--- src/rtl/seg7_scan_if.sv ---
// Display-side bundle for seg7_scan: the BCD time word and mode bits
// from the stopwatch, and the scanned segment/anode outputs.
interface seg7_scan_if;
    logic [16:1] Q;
    logic        RUNNING;
    logic        BLANK_LZ;
    logic [7:1]  SEG;
    logic        DP;
    logic [4:1]  AN;

    modport master (
        output Q,
        output RUNNING,
        output BLANK_LZ,
        input  SEG,
        input  DP,
        input  AN
    );

    modport slave (
        input  Q,
        input  RUNNING,
        input  BLANK_LZ,
        output SEG,
        output DP,
        output AN
    );
endinterface

--- src/rtl/seg7_scan.sv ---
// Four-digit time-multiplexed 7-segment driver with anode dead-time,
// per-frame snapshot of the time word and a blinking colon on digit 3.
module seg7_scan #(
    parameter int SLOT_CYCLES  = 50000,
    parameter int DEAD_CYCLES  = 500,
    parameter int BLINK_FRAMES = 50,
    parameter bit ACTIVE_LOW   = 1'b1
) (
    input  logic        clk,
    input  logic        RESET_N,
    seg7_scan_if.slave  disp
);

    localparam int PW = $clog2(SLOT_CYCLES);
    localparam int FW = (BLINK_FRAMES > 1) ? $clog2(BLINK_FRAMES) : 1;

    localparam logic [PW-1:0] PCNT_LAST = PW'(SLOT_CYCLES - 1);
    localparam logic [FW-1:0] FCNT_LAST = FW'(BLINK_FRAMES - 1);

    localparam logic [6:0] SEG_OFF = ACTIVE_LOW ? 7'h7F : 7'h00;
    localparam logic [3:0] AN_OFF  = ACTIVE_LOW ? 4'hF : 4'h0;
    localparam logic       DP_OFF  = ACTIVE_LOW;

    logic [PW-1:0] pcnt_q, pcnt_d;
    logic [1:0]    idx_q, idx_d;
    logic [16:1]   snap_q, snap_d;
    logic [FW-1:0] fcnt_q, fcnt_d;
    logic          blink_q, blink_d;
    logic [6:0]    seg_q, seg_d;
    logic          dp_q, dp_d;
    logic [3:0]    an_q, an_d;

    logic          slot_end;
    logic          frame_end;
    logic [3:0]    digit;
    logic [6:0]    pattern;
    logic          in_dead;
    logic          lz_blank;
    logic          an_on;
    logic [3:0]    an_hi;
    logic [6:0]    seg_hi;
    logic          dp_hi;

    // Slot/frame sequencing; snap and the blink divider only move at frame end
    always_comb begin
        slot_end  = (pcnt_q == PCNT_LAST);
        frame_end = slot_end && (idx_q == 2'd3);

        pcnt_d  = slot_end ? '0 : pcnt_q + 1'b1;
        idx_d   = slot_end ? idx_q + 2'd1 : idx_q;
        snap_d  = frame_end ? disp.Q : snap_q;
        fcnt_d  = fcnt_q;
        blink_d = blink_q;

        if (frame_end) begin
            if (fcnt_q == FCNT_LAST) begin
                fcnt_d  = '0;
                blink_d = ~blink_q;
            end else begin
                fcnt_d = fcnt_q + 1'b1;
            end
        end
    end

    always_comb begin
        digit = 4'd0;
        case (idx_q)
            2'd0: digit = snap_q[4:1];
            2'd1: digit = snap_q[8:5];
            2'd2: digit = snap_q[12:9];
            2'd3: digit = snap_q[16:13];
            default: digit = 4'd0;
        endcase
    end

    // Pattern bits are {g,f,e,d,c,b,a}; non-BCD codes show a dash
    always_comb begin
        pattern = 7'h40;
        case (digit)
            4'd0: pattern = 7'h3F;
            4'd1: pattern = 7'h06;
            4'd2: pattern = 7'h5B;
            4'd3: pattern = 7'h4F;
            4'd4: pattern = 7'h66;
            4'd5: pattern = 7'h6D;
            4'd6: pattern = 7'h7D;
            4'd7: pattern = 7'h07;
            4'd8: pattern = 7'h7F;
            4'd9: pattern = 7'h6F;
            default: pattern = 7'h40;
        endcase
    end

    always_comb begin
        in_dead  = (int'(pcnt_q) < DEAD_CYCLES);
        lz_blank = (idx_q == 2'd3) && disp.BLANK_LZ && (snap_q[16:13] == 4'd0);
        an_on    = !in_dead && !lz_blank;

        an_hi  = an_on ? (4'b0001 << idx_q) : 4'b0000;
        seg_hi = an_on ? pattern : 7'h00;
        dp_hi  = an_on && (idx_q == 2'd2) && (!disp.RUNNING || blink_q);

        // Polarity is folded in before the output registers
        an_d  = an_hi  ^ {4{ACTIVE_LOW}};
        seg_d = seg_hi ^ {7{ACTIVE_LOW}};
        dp_d  = dp_hi  ^ ACTIVE_LOW;
    end

    always_ff @(posedge clk or negedge RESET_N) begin
        if (!RESET_N) begin
            pcnt_q  <= '0;
            idx_q   <= 2'd0;
            snap_q  <= '0;
            fcnt_q  <= '0;
            blink_q <= 1'b1;
            seg_q   <= SEG_OFF;
            dp_q    <= DP_OFF;
            an_q    <= AN_OFF;
        end else begin
            pcnt_q  <= pcnt_d;
            idx_q   <= idx_d;
            snap_q  <= snap_d;
            fcnt_q  <= fcnt_d;
            blink_q <= blink_d;
            seg_q   <= seg_d;
            dp_q    <= dp_d;
            an_q    <= an_d;
        end
    end

    assign disp.SEG = seg_q;
    assign disp.DP  = dp_q;
    assign disp.AN  = an_q;

endmodule

--- src/flat_wrapper.sv ---
// flat-port wrapper written by rule: the top's interface ports become plain ports
module seg7_scan_flat 
#(
    parameter int SLOT_CYCLES  = 50000,
    parameter int DEAD_CYCLES  = 500,
    parameter int BLINK_FRAMES = 50,
    parameter bit ACTIVE_LOW   = 1'b1
)
  (clk, RESET_N, disp_Q, disp_RUNNING, disp_BLANK_LZ, disp_SEG, disp_DP, disp_AN);
  seg7_scan_if disp_i ();
  input  logic clk;
  input  logic RESET_N;
  input wire logic [$bits(disp_i.Q)-1:0] disp_Q;
  input wire logic [$bits(disp_i.RUNNING)-1:0] disp_RUNNING;
  input wire logic [$bits(disp_i.BLANK_LZ)-1:0] disp_BLANK_LZ;
  output wire logic [$bits(disp_i.SEG)-1:0] disp_SEG;
  output wire logic [$bits(disp_i.DP)-1:0] disp_DP;
  output wire logic [$bits(disp_i.AN)-1:0] disp_AN;
  assign disp_i.Q = disp_Q;
  assign disp_i.RUNNING = disp_RUNNING;
  assign disp_i.BLANK_LZ = disp_BLANK_LZ;
  assign disp_SEG = disp_i.SEG;
  assign disp_DP = disp_i.DP;
  assign disp_AN = disp_i.AN;
  seg7_scan #(.SLOT_CYCLES(SLOT_CYCLES), .DEAD_CYCLES(DEAD_CYCLES), .BLINK_FRAMES(BLINK_FRAMES), .ACTIVE_LOW(ACTIVE_LOW)) u_core (.clk(clk), .RESET_N(RESET_N), .disp(disp_i));
endmodule
--- config.mk ---
export PLATFORM = sky130hd
export DESIGN_NAME = seg7_scan_flat
export DESIGN_NICKNAME = d
export VERILOG_FILES = /design/src/rtl/seg7_scan_if.sv /design/src/rtl/seg7_scan.sv /design/src/flat_wrapper.sv
export SDC_FILE = /design/constraint.sdc
export NUM_CORES = 1
export LEC_CHECK = 0
export CORE_ASPECT_RATIO = 1.1
export CORE_MARGIN = 4
export CORE_UTILIZATION = 51
export DETAILED_ROUTE_END_ITERATION = 7
export DONT_BUFFER_PORTS = 1
export PLACE_DENSITY = 0.69
export SYNTH_ARGS = -nofsm -noshare
export SYNTH_HDL_FRONTEND = slang
export SYNTH_SLANG_ARGS = --single-unit
--- constraint.sdc ---
create_clock -name clk -period 2.2 [get_ports clk]
set_input_delay 0.33 -clock clk [delete_from_list [all_inputs] [get_ports clk]]
set_output_delay 0.33 -clock clk [all_outputs]
set_load 0.1 [all_outputs]
After elaboration in Yosys (flattened, before gate mapping)
Memory sizes are Yosys's and may differ from the RTL's. Cells that the tools add are included.

Register bits: 53. Memory bits (read-only): 112. Input bits: 20. Output and inout port bits: 12. Memories: 1.

Memory list: (no name shown) (words 16, bits a word 7, rd ports 1, clocked after memory_dff 0, wr ports 0, line seg7_scan.sv:79) `case (digit)`.

Add/sub/neg operators: 3. Order comparisons: 1. Equal/unequal tests: 5. Shift-type cells: 1. Muxes and demuxes: 5. Bitwise gates (word level): 4. Reduce and logical (&&, ||, !) cells: 13.

Operator list (number): adder 16 x 1 -> 16 bit (second input constant) (1); equality test 16 bit (second input constant) (1); less-than comparator 16 x 9 -> 1 bit (second input constant) (1); two-way mux 16 bit (1); one-hot mux 4 bit (4 select lines) (1); two-way mux 7 bit (1); NOT 7 bit (1); adder 6 x 1 -> 6 bit (second input constant) (1); equality test 6 bit (second input constant) (1); logical AND 1 bit (6); two-way mux 6 bit (1); equality test 2 bit (second input constant) (2); zero test 4 bit (1); two-way mux 4 bit (1); NOT 4 bit (1); left shift 1 x 2 -> 4 bit (first input constant) (1); zero test 1 bit (3); adder 2 x 1 -> 2 bit (second input constant) (1); equality test 2 x 1 -> 1 bit (second input constant) (1); zero test 2 bit (1); NOT 1 bit (2); AND reduction 2 bit (1); logical OR 1 bit (1).

Logic depth before layout (Yosys ltp)
Depth in word-level cells: 8. Mapped depth: 9.

Worst setup path after synthesis
OpenSTA, ideal clock, no wires.

Path type: flip-flop to flip-flop. From: reg u_core.pcnt_q[10]. To: reg u_core.snap_q[10] (netlist bit). Library setup time: 0.125 ns. Arrival time: 2.020 ns. Slack: 0.055 ns. Stages on the path, launching flop included: 6. Path buffers: 1. Period minus slack after synthesis: 2.145 ns. Path through: dfrtp_1 > or4_4 > nor4_4 > nand2_4 > buf_6 > mux2_4.

Longest elaborated chain between the ends: 2.

Ends and longest elaborated chain: from (decl) (line seg7_scan.sv:24) `logic [PW-1:0] pcnt_q, pcnt_d;`; from (signal assigned) (line seg7_scan.sv:120) `pcnt_q <= pcnt_d;`; equality test 16 bit (line seg7_scan.sv:46) `slot_end = (pcnt_q == PCNT_LAST);`; logical AND 1 bit (line seg7_scan.sv:47) `frame_end = slot_end && (idx_q == 2'd3);`; to (signal assigned) (line seg7_scan.sv:122) `snap_q <= snap_d;`; to (decl) (line seg7_scan.sv:26) `logic [16:1] snap_q, snap_d;`.

Every way passes these cells. A chain may end at the register's enable or synchronous reset.

Worst setup path after layout
From: reg u_core.idx_q[0]. To: reg u_core.seg_q[5], in the netlist u_core.disp.SEG[6].

Longest elaborated chain between the ends: 7. Elaborated cells on any way between the ends: 12.

Ends and longest elaborated chain: from (decl) (line seg7_scan.sv:25) `logic [1:0] idx_q, idx_d;`; from (signal assigned) (line seg7_scan.sv:121) `idx_q <= idx_d;`; branches (longest 5 deep; another with memory (16 x 7 bit)); two-way mux 7 bit * (line seg7_scan.sv:100) `seg_hi = an_on ? pattern : 7'h00;`; NOT 7 bit (no source line) *; via u_core.seg_d[5] (line seg7_scan.sv:29) `logic [6:0] seg_q, seg_d;`; to (signal assigned) (line seg7_scan.sv:125) `seg_q <= seg_d;`; to (decl) (line seg7_scan.sv:29).

Mark *: on every way through the listed nets, which the timed path passes.

==> reports/qor.yml <==
status:
  status: "finished, violations left"
  violations: "setup timing"
routing:
  routed-wl-met2_um: 2590
  wirelength_um: 5170
  wl_per_cell_um: 16.8
  drtAntennaViolNets: 0
  wl_met3_um: 191
  num_vias: 1811
  wl_met1_um: 2310
  route.detailed.drc: 0
  top_layer_used: "met4"
  initialDrtViolationCount: 144
  firstDrtPassIters: 5
  viasPerCell: 5.88
critical_path:
  path_class: "flip-flop to flip-flop"
  critPathLaunchType: "flip-flop"
  crit_arrival_ns: 2.45
  r2r_slack_ns: -0.05
  r2r_start: "u_core.idx_q[0]"
  required_ns: 2.41
  rr_endpoint: "u_core.disp.SEG[6]"
  crit_fanout: 4
  crit_path_end_kind: "flip-flop"
  reg2reg_depth: 8
clock_network:
  cts_root_buf: "clkbuf_8"
  cts_tree: "done"
  cts_buffers: 5
  clkTransAtPathRegs_ns: 0.10
  cts.sinks: 53
  h-tree-depth: 2
  ctsLongestPathBuffers: 2
  clk_latency_ns: 0.30
placement:
  gp_congestion: 0.753
  port-buffer-count: 0
  dp_hpwl_um: 3490
sta:
  hold_ws_ns: 0.155
  slew_headroom: 0.676
  finalSetupViolCount: 1
  rsz0062_at_grt: "true"
  finalHoldViolCount: 0
  final.setup.worst_slack_ns: -0.0494
  final.setup_skew_ns: 0.00760
  fmax_mhz: 445
  post-route-min-period_ns: 2.25
  worstMarginPinSlew_ns: 0.484
  slew_violations: 0
  finalCritPeriodShare: 1.02
global_routing:
  grt_max_degree: 54
  first_global_vias: 1803
  grt.overflow.total: 0
  antenna_found_initial: 0
  grt_first_pass_wirelength_um: 8680
  track_usage: 0.167
logic_synthesis:
  synth_cells: 229
  syn_nets: 262
  yosysUniqueCellTypes: 49
  synth_ff_type: "dfrtp_1"
  synth-edff-count: 0
  synth_xor_area_frac: 0.0496
  synthAdderAreaFrac: 0.0614
  synth_most_common_cell: "dfrtp_1"
  synth.largest_area_cell: "dfrtp_1"
  syn_area_um2: 2650
  synth_top_family_by_area: "simple AND/OR/NAND/NOR gates"
  netlist.area_leader.share: 0.378
  yosysWarningCount: 0
  async_reset_ff_frac: 1.00
  ys_seq_area_frac: 0.507
  muxShareOfSynthArea: 0.0987
  synth-compound-area-share: 0.0973
  synth_common_cells: "dfrtp_1 (40), nand2_1 (14), dfstp_2 (13), ha_1 (13), inv_1 (13)"
  synth.area.top_cells: "dfrtp_1 (38%), dfstp_2 (13%), ha_1 (6.1%)"
  synth_seq_cells: 53
  synth-simple-area-share: 0.157
  avgSynthCellArea_um2: 11.6
power_and_ir_drop:
  p_per_area_nw_per_um2: 611
  irDropWorstVdd_uv: 405
  leakage_uw: 0.00130
min_path:
  min_path_cells: 1
  min_to: "u_core.snap_q[8]"
  hp-class: "input pin to flip-flop"
  holdCritStartpoint: "disp_Q[7]"
final_layout:
  drive_gt1_frac: 0.292
  syn2layout_area_growth_pct: 15.4
  diodes: 0
  nets: 282
  final_util: 0.608
floorplanning:
  core_um2: 5030
  rows: 27
  initial_core_util: 0.526
  io_pins: 32
  die_w_um: 76.7
  die_h_um: 83.6
  die_area_um2: 6410
job:
  timing.max_cap.violations: 0
[how the worst max path moves through the flow]
stage | endpoint | depth (start not counted) | slack (ns) | start
after floorplan | u_core.snap_q[10] | 5 | 0.05 | u_core.pcnt_q[10]
after global placement | u_core.disp.SEG[6] | 9 | -0.06 | u_core.idx_q[0]
after detailed placement | u_core.disp.SEG[6] | 9 | -0.13 | u_core.idx_q[0]
after CTS | u_core.disp.SEG[6] | 8 | 0.002 | u_core.idx_q[1]
after global routing | u_core.disp.SEG[6] | 8 | -0.16 | u_core.idx_q[0]
final | u_core.disp.SEG[6] | 8 | -0.05 | u_core.idx_q[0]
[cells by family (layout without fill, tap and decap cells)]
family	after synthesis	in the layout
and+or+nand+nor	71	71
adders and majority gates	13	13
DFF	53	53
AOI/OAI and AO/OA	37	37
xor gates and xnor gates	15	15
muxes	21	21
buffers and inverters	19	40
[area by class of cell]
type | instances | area, um2
Inverter | 14 | 52.6
Tap cell | 58 | 72.6
Timing Repair Buffer | 18 | 161
Fill cell | 405 | 1980
Clock buffer | 5 | 68.8
Multi-Input combinational cell | 157 | 1290
Sequential cell | 53 | 1340
Clock inverter | 3 | 68.8
[metal layers]
layer	GRT usage	up-vias
li1	-	860
met1	0.213	885
met2	0.282	58
met3	0.0389	8
met4	0.0478	0
met5	0	-
[power breakdown]
group          internal [uW]  switching [uW]  leakage (uW)
combinational           41.3            46.7      0.000591
sequential               990            10.7      0.000644
clock                    458             322     0.0000687
total                   1490             379       0.00130
[critical path, cell delays in order, from the launching register on]
cell and delay (ns):
dfrtp_1 0.45, inv_2 0.10, ha_4 0.19, a222oi_1 0.44, mux2i_2 0.23, ha_2 0.22, a211o_1 0.24, a31oi_1 0.18
o21ai_0 0.11
[sequential cells by signal (all words and copies together), names as in the netlist]
signal	cells
u_core.disp.DP	1
u_core.pcnt_q	16
u_core.disp.SEG	7
u_core.idx_q	2
u_core.fcnt_q	6
u_core.snap_q	16
u_core.disp.AN	4
u_core.blink_q	1
[layout by cell type, fill, tap and decap left out, types with 3 or more instances in the layout]
master / netlist / final
clkbuf_8: 0 / 5
nand4_1: 4 / 4
buf_4: 0 / 15
ha_4: 0 / 3
xnor2_1: 10 / 10
xor2_1: 5 / 5
a22oi_1: 4 / 4
dfstp_2: 13 / 13
nand3_1: 10 / 10
o21ai_0: 8 / 7
and3_1: 3 / 3
nor2_1: 11 / 11
or4_1: 3 / 3
a222oi_1: 3 / 3
nand2_1: 14 / 14
nor3_1: 6 / 5
mux2_2: 7 / 7
o31ai_1: 5 / 5
mux2_4: 8 / 8
dfrtp_1: 40 / 40
ha_1: 13 / 8
mux2i_1: 4 / 3
a21oi_1: 5 / 5
inv_1: 13 / 10
inv_2: 1 / 4
[repair_timing]
action / 4_1_cts / 5_1_grt
endpoints found under the hold margin: 53 / 0
setup endpoints to repair: 5 / 12
pin swaps: 1 / 4
buffers inserted: 2 / 6
hold buffers: 2 / 0
resized for setup: 6 / 12
[per-stage QoR]
| stage | setup slack [ns] | setup TNS, ns | instances | area [um2] | power (uW) |
|---|---|---|---|---|---|
| 6_report | -0.0494 | -0.0494 | 308 | 3060 | 1870 |
| 5_1_grt | -0.157 | -0.195 | 308 | 3060 | 1960 |
| 4_1_cts | 0.00157 | 0 | 302 | 2970 | 1880 |
| 3_5_place_dp | -0.134 | -0.217 | 290 | 2760 | 1070 |
| 3_3_place_gp | -0.0576 | -0.0576 | 290 | 2760 | 1070 |
| 2_1_floorplan | 0.0548 | 0 | 229 | 2650 | 1060 |
No activity file was read; power rests on OpenSTA's default activity.
